File: config.mk
export PLATFORM = sky130hd
export DESIGN_NAME = mem_lsu
export DESIGN_NICKNAME = d
export VERILOG_FILES = /design/src/rtl/mem_lsu.sv
export SDC_FILE = /design/constraint.sdc
export NUM_CORES = 1
export LEC_CHECK = 0
export ABC_AREA = 1
export CAP_MARGIN = 40
export CORE_MARGIN = 1.5
export CORE_UTILIZATION = 37
export CTS_CLUSTER_DIAMETER = 150
export CTS_CLUSTER_SIZE = 12
export DETAILED_ROUTE_END_ITERATION = 8
export PLACE_DENSITY = 0.78
export SLEW_MARGIN = 10
export SYNTH_ARGS = -nofsm -noshare
export SYNTH_HDL_FRONTEND = slang
export SYNTH_SLANG_ARGS = --single-unit
File: constraint.sdc
create_clock -name clk_i -period 1.4 [get_ports clk_i]
set_input_delay 0.14 -clock clk_i [delete_from_list [all_inputs] [get_ports clk_i]]
set_output_delay 0.14 -clock clk_i [all_outputs]
set_load 0.02 [all_outputs]
File: src/rtl/mem_lsu.sv
//==========================================================================
// mem_lsu : memory-access stage, byte/half/word loads and stores over a
//           req/ack bus. Optional macro: MEM_ALIGN_EXC_EN. Revision 1.0
//==========================================================================
`default_nettype none

module mem_lsu (
  input  logic        clk_i,
  input  logic        rst_i,
  input  logic        ex_wreg_i,
  input  logic [4:0]  ex_wd_i,
  input  logic [31:0] ex_wdata_i,
  input  logic [7:0]  ex_aluop_i,
  input  logic [31:0] ex_mem_addr_i,
  input  logic [31:0] ex_reg2_i,
  output logic        dbus_req_o,
  output logic        dbus_we_o,
  output logic [3:0]  dbus_sel_o,
  output logic [31:0] dbus_addr_o,
  output logic [31:0] dbus_wdata_o,
  input  logic        dbus_ack_i,
  input  logic [31:0] dbus_rdata_i,
  output logic        mem_wreg_o,
  output logic [4:0]  mem_wd_o,
  output logic [31:0] mem_wdata_o,
  output logic        stallreq_o
`ifdef MEM_ALIGN_EXC_EN
  ,
  output logic        mem_misalign_o
`endif
);

  localparam logic [7:0] C_EXE_LB_OP  = 8'b1110_0000;
  localparam logic [7:0] C_EXE_LBU_OP = 8'b1110_0100;
  localparam logic [7:0] C_EXE_LH_OP  = 8'b1110_0001;
  localparam logic [7:0] C_EXE_LHU_OP = 8'b1110_0101;
  localparam logic [7:0] C_EXE_LW_OP  = 8'b1110_0011;
  localparam logic [7:0] C_EXE_SB_OP  = 8'b1110_1000;
  localparam logic [7:0] C_EXE_SH_OP  = 8'b1110_1001;
  localparam logic [7:0] C_EXE_SW_OP  = 8'b1110_1011;

  localparam logic [1:0] C_SZ_BYTE = 2'd0;
  localparam logic [1:0] C_SZ_HALF = 2'd1;
  localparam logic [1:0] C_SZ_WORD = 2'd2;

  typedef enum logic [1:0] {
    S_IDLE = 2'd0,
    S_BUSY = 2'd1,
    S_DONE = 2'd2
  } state_e;

  state_e      state_q;
  logic [31:0] rdata_q;

  logic        w_is_mem, w_is_store, w_is_load, w_signed;
  logic [1:0]  w_size, w_off;
  logic [3:0]  sel_d;
  logic [31:0] wdata_d, addr_d, w_load_ext;
  logic        w_misalign, w_issue, w_idle_view;

  // Operation decode
  always_comb begin
    w_is_mem   = 1'b1;
    w_is_store = 1'b0;
    w_signed   = 1'b0;
    w_size     = C_SZ_WORD;
    case (ex_aluop_i)
      C_EXE_LB_OP:  begin w_size = C_SZ_BYTE; w_signed = 1'b1; end
      C_EXE_LBU_OP: w_size = C_SZ_BYTE;
      C_EXE_LH_OP:  begin w_size = C_SZ_HALF; w_signed = 1'b1; end
      C_EXE_LHU_OP: w_size = C_SZ_HALF;
      C_EXE_LW_OP:  w_size = C_SZ_WORD;
      C_EXE_SB_OP:  begin w_size = C_SZ_BYTE; w_is_store = 1'b1; end
      C_EXE_SH_OP:  begin w_size = C_SZ_HALF; w_is_store = 1'b1; end
      C_EXE_SW_OP:  begin w_size = C_SZ_WORD; w_is_store = 1'b1; end
      default:      w_is_mem = 1'b0;
    endcase
    w_is_load = w_is_mem & ~w_is_store;
  end

  // Lane selection; low address bits beyond the access size are dropped
  always_comb begin
    w_off   = 2'b00;
    sel_d   = 4'b1111;
    wdata_d = ex_reg2_i;
    case (w_size)
      C_SZ_BYTE: begin
        w_off   = ex_mem_addr_i[1:0];
        sel_d   = 4'b1000 >> w_off;
        wdata_d = {4{ex_reg2_i[7:0]}};
      end
      C_SZ_HALF: begin
        w_off   = {ex_mem_addr_i[1], 1'b0};
        sel_d   = ex_mem_addr_i[1] ? 4'b0011 : 4'b1100;
        wdata_d = {2{ex_reg2_i[15:0]}};
      end
      default: begin
        w_off   = 2'b00;
        sel_d   = 4'b1111;
        wdata_d = ex_reg2_i;
      end
    endcase
    addr_d = {ex_mem_addr_i[31:2], 2'b00};
  end

`ifdef MEM_ALIGN_EXC_EN
  assign w_misalign = w_is_mem &
                      (((w_size == C_SZ_HALF) & ex_mem_addr_i[0]) |
                       ((w_size == C_SZ_WORD) & (|ex_mem_addr_i[1:0])));
`else
  assign w_misalign = 1'b0;
`endif
  assign w_issue = w_is_mem & ~w_misalign;

  // Big-endian lane extraction from the captured read word
  always_comb begin
    w_load_ext = rdata_q;
    case (w_size)
      C_SZ_BYTE: begin
        case (w_off)
          2'd0:    w_load_ext = {{24{w_signed & rdata_q[31]}}, rdata_q[31:24]};
          2'd1:    w_load_ext = {{24{w_signed & rdata_q[23]}}, rdata_q[23:16]};
          2'd2:    w_load_ext = {{24{w_signed & rdata_q[15]}}, rdata_q[15:8]};
          default: w_load_ext = {{24{w_signed & rdata_q[7]}},  rdata_q[7:0]};
        endcase
      end
      C_SZ_HALF: begin
        if (w_off[1]) w_load_ext = {{16{w_signed & rdata_q[15]}}, rdata_q[15:0]};
        else          w_load_ext = {{16{w_signed & rdata_q[31]}}, rdata_q[31:16]};
      end
      default: w_load_ext = rdata_q;
    endcase
  end

  // Reset makes the outputs behave as in IDLE, without stalling
  assign w_idle_view = rst_i | (state_q == S_IDLE);

  always_comb begin
    mem_wreg_o  = 1'b0;
    mem_wd_o    = ex_wd_i;
    mem_wdata_o = 32'h0000_0000;
    stallreq_o  = 1'b0;
    if (w_idle_view) begin
      if (!w_is_mem) begin
        mem_wreg_o  = ex_wreg_i;
        mem_wdata_o = ex_wdata_i;
      end else begin
        stallreq_o = w_issue & ~rst_i;
      end
    end else if (state_q == S_BUSY) begin
      stallreq_o = 1'b1;
    end else if (w_is_load) begin
      mem_wreg_o  = ex_wreg_i;
      mem_wdata_o = w_load_ext;
    end
  end

`ifdef MEM_ALIGN_EXC_EN
  assign mem_misalign_o = w_idle_view & w_misalign;
`endif

  always_ff @(posedge clk_i) begin
    if (rst_i) begin
      state_q      <= S_IDLE;
      dbus_req_o   <= 1'b0;
      dbus_we_o    <= 1'b0;
      dbus_sel_o   <= 4'b0000;
      dbus_addr_o  <= 32'h0000_0000;
      dbus_wdata_o <= 32'h0000_0000;
      rdata_q      <= 32'h0000_0000;
    end else begin
      case (state_q)
        S_IDLE: begin
          if (w_issue) begin
            dbus_req_o   <= 1'b1;
            dbus_we_o    <= w_is_store;
            dbus_sel_o   <= sel_d;
            dbus_addr_o  <= addr_d;
            dbus_wdata_o <= wdata_d;
            state_q      <= S_BUSY;
          end
        end
        S_BUSY: begin
          if (dbus_ack_i) begin
            rdata_q    <= dbus_rdata_i;
            dbus_req_o <= 1'b0;
            state_q    <= S_DONE;
          end
        end
        default: state_q <= S_IDLE;
      endcase
    end
  end

endmodule

`default_nettype wire

==> results of run 1 <==
layout make-up:
| type | count | area (sq um) | area share [%] |
|---|---|---|---|
| clock buffers | 10 | 239 | 2.59 |
| flip-flops and latches | 102 | 2040 | 22.1 |
| well taps | 176 | 220 | 2.38 |
| inverters | 59 | 246 | 2.67 |
| multi-input cells | 531 | 3000 | 32.5 |
| clock inverters | 6 | 53.8 | 0.582 |
| repair buffers | 341 | 3440 | 37.2 |
power breakdown:
| part | internal [mW] | leakage, nW | switching [mW] |
|---|---|---|---|
| clock | 1.29 | 0.142 | 1.20 |
| combinational | 0.724 | 3.08 | 0.624 |
| sequential | 2.95 | 0.825 | 0.0255 |
| total | 4.97 | 4.05 | 1.85 |
state kept, by name (all words and copies together) (netlist names):
| register | flops |
|---|---|
| dbus_sel_o | 4 |
| dbus_wdata_o | 32 |
| dbus_req_o | 1 |
| dbus_we_o | 1 |
| dbus_addr_o | 30 |
| rdata_q | 32 |
| state_q | 2 |
layout by cell type (no fill, tap or decap), types with 10 or more instances in the layout:
master / n
dfxtp_1: 100
nand2_1: 104
o21ai_0: 62
buf_6: 44
o21ai_1: 46
clkdlybuf4s50_1: 128
nor2_1: 92
nand3_2: 20
dlygate4sd2_1: 70
nand2_2: 33
clkbuf_16: 10
a21oi_1: 92
buf_12: 10
nand3_4: 14
buf_4: 71
inv_1: 46
per-layer routing:
metal	wire [microns]	vias to the layer above
met5	0	-
met4	782	0
met3	1460	59
met2	9620	309
met1	7590	2863
li1	-	3063
per-stage QoR:
stage | cell area (sq um) | hold WS, ns | power, mW | setup WS (ns) | TNS, ns
final | 9240 | 0.280 | 6.81 | -0.507 | -15.65
after global routing | 9240 | 0.280 | 7.05 | -0.573 | -23.60
after CTS | 9090 | 0.280 | 6.83 | -0.550 | -15.85
after detailed placement | 8090 | 0.280 | 4.28 | -1.12 | -94.11
after global placement | 8090 | 0.280 | 4.27 | -1.09 | -90.43
after floorplan | 5120 | 0.209 | 3.54 | -0.0105 | -0.0939
worst paths after layout:
path / to / slack [ns] / cells after the start
hold reg to reg: dbus_req_o / 0.46 / 2
setup reg to reg: dbus_wdata_o[18] / 0.06 / 8
hold / removal: mem_wd_o[1] / 0.28 / 0
setup / recovery: mem_wdata_o[22] / -0.51 / 9
worst max-delay path: cells and delay by family (launching register included):
kind / cells / cell delay (ns)
DFF: 1 / 0.33
AOI/OAI and AO/OA: 2 / 0.41
and+or+nand+nor: 4 / 0.32
buffers and inverters: 3 / 0.35
cell families (layout without fill, tap and decap cells):
logic type,after synthesis,in the layout,share of synthesized area (%)
compound gates,238,238,25.3
buf+inv,114,416,10.3
flops,102,102,40.7
other cells,1,2,0.0748
simple gates,289,291,23.6
repair_timing:
action / CTS / global route
resized for setup: 431 / 52
buffers inserted: 18 / 1
gates cloned: 11 / 1
pin swaps: 39 / 25
setup endpoints to repair: 171 / 107
==> reports/metrics.cfg, run 1 <==
[synthesis]
synthTopCellsByCount = nand2_1 (139), o21ai_0 (105), dfxtp_1 (102)
synth-edff-count = 0
ys_ff_latch = 102
ys_types = 34
synthCells = 744
yosysMostFrequentCell = nand2_1
ys.flop_type = dfxtp_1
synth_area_leader_cell = dfxtp_1
synth_area_sq_um = 5010
synthArstFlopShare_pct = 0
avgSynthCellArea_sq_um = 6.74
ys_seq_area_share_pct = 40.7
yosysWarnings = 0
synth_area_leaders = dfxtp_1 (41%), o21ai_0 (10%), nand2_1 (10%)
synth_top_area_share_pct = 40.7

[outcome]
status = finished with violations
violations = setup timing

[worst_setup_path]
r2r-start = state_q[0]
cp_slowest_cell = dfxtp_2
path_cells = inv_2, nor2_4, a21boi_4, nand2_4, a21oi_4, buf_12, nand3_4, nand2_2, buf_6
critPathLaunchType = register
crit_path_max_fanout = 8
worst_ep_required_time_ns = 1.26
crit_arrival_ns = 1.77
max_stage_delay_ns = 0.33
worst_setup_path_end_kind = output pin
crit_type = register to output pin
startpoint = state_q[1]

[power]
cellPowerDensity_nw_per_um2 = 737
p_leak_nw = 4.05
peakVddDrop_mv = 0.510

[floorplan]
start_util_pct = 37.9
core_area_sq_um = 13200
die_w_microns = 119
rows = 42
design.die.area_sq_um = 14300
die_h_microns = 119
pin_count = 254

[worst_hold_path]
hold_class = input pin to output pin
hp-start = ex_wd_i[1]

[grt]
met3_usage_pct = 5.36
antenna_found_initial = 0
grt_util_met2_pct = 44.7
top_usage_layer = met2
use_met1_pct = 31.6
grt-ovfl-total = 0
grt_pass1_vias = 6032
grt_max_degree = 55
grt_pass1_wl_mm = 29.9
grt_util_all_layers_pct = 26.4

[placed_design]
gp_congestion = 0.947
dp_cells = 1180
dpl.hpwl_mm = 12.7
port_buffers = 241

[sta]
fin_ws_ns = -0.507
skew_ns = 0.00668
finalSetupViolations = 81
layout_min_cycle_time_ns = 1.91
rsz0062_at_grt = yes
hold_violations = 0
fmax_mhz = 524
fin_crit_sh_pct = 136
final-max-slew-violation-count = 0

[cells_and_area]
final_util_pct = 69.8
num-fill-cells = 1107
nets = 1189
area_growth_pct = 84.2
diodes = 0
final_cells = 1225
drive_gt1_share_pct = 26.1

[route]
drt_iter0_markers = 425
drc = 0
drt-pass1-iter-count = 5
via_per_inst = 5.14
wl_mm = 19.5
vias = 6294
drt.antenna.violating_nets = 0
drt-wirelength-per-cell_microns = 15.9

[job]
cap_violations = 0

[clocking]
post_cts_hold_buffer_count = 0
cts_tree = built
cts_sinks = 102
htreeDepth = 3
clk_latency_ns = 0.35
cts_made_buffers = 9
clk_path_buf_depth = 2
cts_root_buf = clkbuf_16
path_clk_slew_ns = 0.07

Note: power is estimated with default switching activity, not from simulation.
==> inputs of run 2 (changes only) <==
--- a/config.mk
+++ b/config.mk
@@ -13,6 +13,7 @@
 export CTS_CLUSTER_SIZE = 12
 export DETAILED_ROUTE_END_ITERATION = 8
 export PLACE_DENSITY = 0.78
+export SETUP_SLACK_MARGIN = 0.15
 export SLEW_MARGIN = 10
 export SYNTH_ARGS = -nofsm -noshare
 export SYNTH_HDL_FRONTEND = slang
==> run 2 against run 1 <==
  * The flow still finishes with violations (setup timing)
  * Count of clock-buffer cells in the layout unchanged
  * Combinational power up 7%
  * Sequential share of layout area down 0.84 points
  * Critical path type unchanged
  * Critical endpoint is now mem_wdata_o[17]
  * Largest power group unchanged
==> reports/metrics.cfg, run 2 (synthesized netlist as in run 1, its figures left out) <==
[cells_and_area]
postLayoutCellArea_sq_um = 9610
drive_gt1_share_pct = 31.2
nets = 1194
num-fill-cells = 1020
final_cells = 1230
top_regs = dbus_wdata_o (32), rdata_q (32), dbus_addr_o (30)
area_growth_pct = 91.6
layout_commonest_cell = clkdlybuf4s50_1
layout_common_cells = clkdlybuf4s50_1 (128), nand2_1 (109), dfxtp_1 (99)
diodes = 0

[worst_setup_path]
cp_top_family = compound AO/OA/AOI/OAI gates
cp_slowest_cell = dfxtp_2
max_stage_delay_ns = 0.34
crit_arrival_ns = 1.89
path_cells = inv_2, nor2_4, a21boi_4, nand2_4, a21oi_4, buf_12, nand3_2, nand2_2, buf_6
critPathLaunchType = register
crit_type = register to output pin
rr_worst_depth = 9
worst_setup_path_end_kind = output pin
worst_ep_required_time_ns = 1.26
path_buf_inv = 3
crit_cells = 9
crit_path_max_fanout = 8

[route]
drc = 0
wl_mm = 21.7
drt-wirelength-per-cell_microns = 17.6
via_per_inst = 5.23
drt-pass1-iter-count = 4
drt.antenna.violating_nets = 0
drt_iter0_markers = 413
vias = 6431

[grt]
grt_pass1_wl_mm = 30.0
grt_util_all_layers_pct = 26.5
antenna_found_initial = 0
grt_max_degree = 49
grt-ovfl-total = 0
grt_pass1_vias = 5889

[floorplan]
pin_count = 254
rows = 42
core_area_sq_um = 13200
die_w_microns = 119
design.die.area_sq_um = 14300
die_h_microns = 119
start_util_pct = 37.9

[sta]
tns_ns = -17.62
fin_crit_sh_pct = 145
fin_ws_ns = -0.634
rsz0062_at_grt = yes
finalSetupViolations = 55
layout_min_cycle_time_ns = 2.03
fmax_mhz = 492
final-max-slew-violation-count = 0
hold_violations = 0
skew_ns = 0.0118

[power]
p_leak_nw = 4.17
power.total_mw = 7.13
cellPowerDensity_nw_per_um2 = 743
peakVddDrop_mv = 0.733

[placed_design]
gp_congestion = 0.884
port_buffers = 241
placed_area_sq_um = 8210
dp_cells = 1181
dpl.hpwl_mm = 13.5
dp_slack_ns = -1.20

[worst_hold_path]
whs_path_depth = 0
hold_class = input pin to output pin

[outcome]
violations = setup timing
status = finished with violations

[clocking]
cts_sinks = 102
cts_tree = built
cts_made_buffers = 9
clk_latency_ns = 0.36
path_clk_slew_ns = 0.06
post_cts_hold_buffer_count = 0
cts_root_buf = clkbuf_16
clk_path_buf_depth = 2
htreeDepth = 3

[job]
cap_violations = 0

-- run 2: changes by cell type in the layout (fill, tap and decap cells not counted), sizes merged --
| cell | delta |
|---|---|
| clkinv | -3 |
| clkbuf | +14 |
| dlymetal6s2s | -1 |
| dlygate4sd2 | -6 |
| bufinv | +1 |
| clkdlybuf4s15 | +6 |
| clkinvlp | +2 |
| inv | +1 |
| buf | -9 |
| bufbuf | +1 |
| nand2 | -1 |
-- run 2: area by class of cell --
| cell class | instances | area [sq um] | area share, % |
|---|---|---|---|
| Multi-Input combinational cell | 530 | 3160 | 32.9 |
| Clock buffer | 10 | 239 | 2.49 |
| Timing Repair inverter | 1 | 11.3 | 0.117 |
| Inverter | 59 | 264 | 2.75 |
| Clock inverter | 6 | 76.3 | 0.794 |
| Timing Repair Buffer | 346 | 3590 | 37.4 |
| Sequential cell | 102 | 2050 | 21.3 |
| Tap cell | 176 | 220 | 2.29 |
-- run 2: timing repair --
action,4_1_cts,5_1_grt
gates cloned,3,13
resized for setup,332,202
endpoints found under the setup margin,172,110
pin swaps,39,24
buffers inserted,7,10
-- run 2: worst paths after layout --
path                                 start  slack (ns)                to
worst max register to register  state_q[1]       -0.06  dbus_wdata_o[31]
worst min register to register  dbus_req_o        0.47        dbus_req_o
worst max-delay path            state_q[1]       -0.63   mem_wdata_o[17]
worst min-delay path            ex_wd_i[0]        0.28       mem_wd_o[0]
-- run 2: metal layers --
layer  track usage (%)  up-vias  wire [microns]
li1                  -     3082               -
met1              32.0     2996            8710
met2              44.5      287           10600
met3              6.90       66            1680
met4              11.6        0             744
met5                 0        -               0
-- run 2: through the flow --
step	utilization (%)	hold WS (ns)
floorplan	-	0.205
global placement	62.0	0.280
detailed placement	62.0	0.280
CTS	66.8	0.280
global route	72.6	0.280
finish	72.6	0.280
-- run 2: where the power goes --
group          internal, mW  switching [mW]
Sequential             2.95          0.0296
Clock                  1.47            1.24
Combinational         0.760           0.686
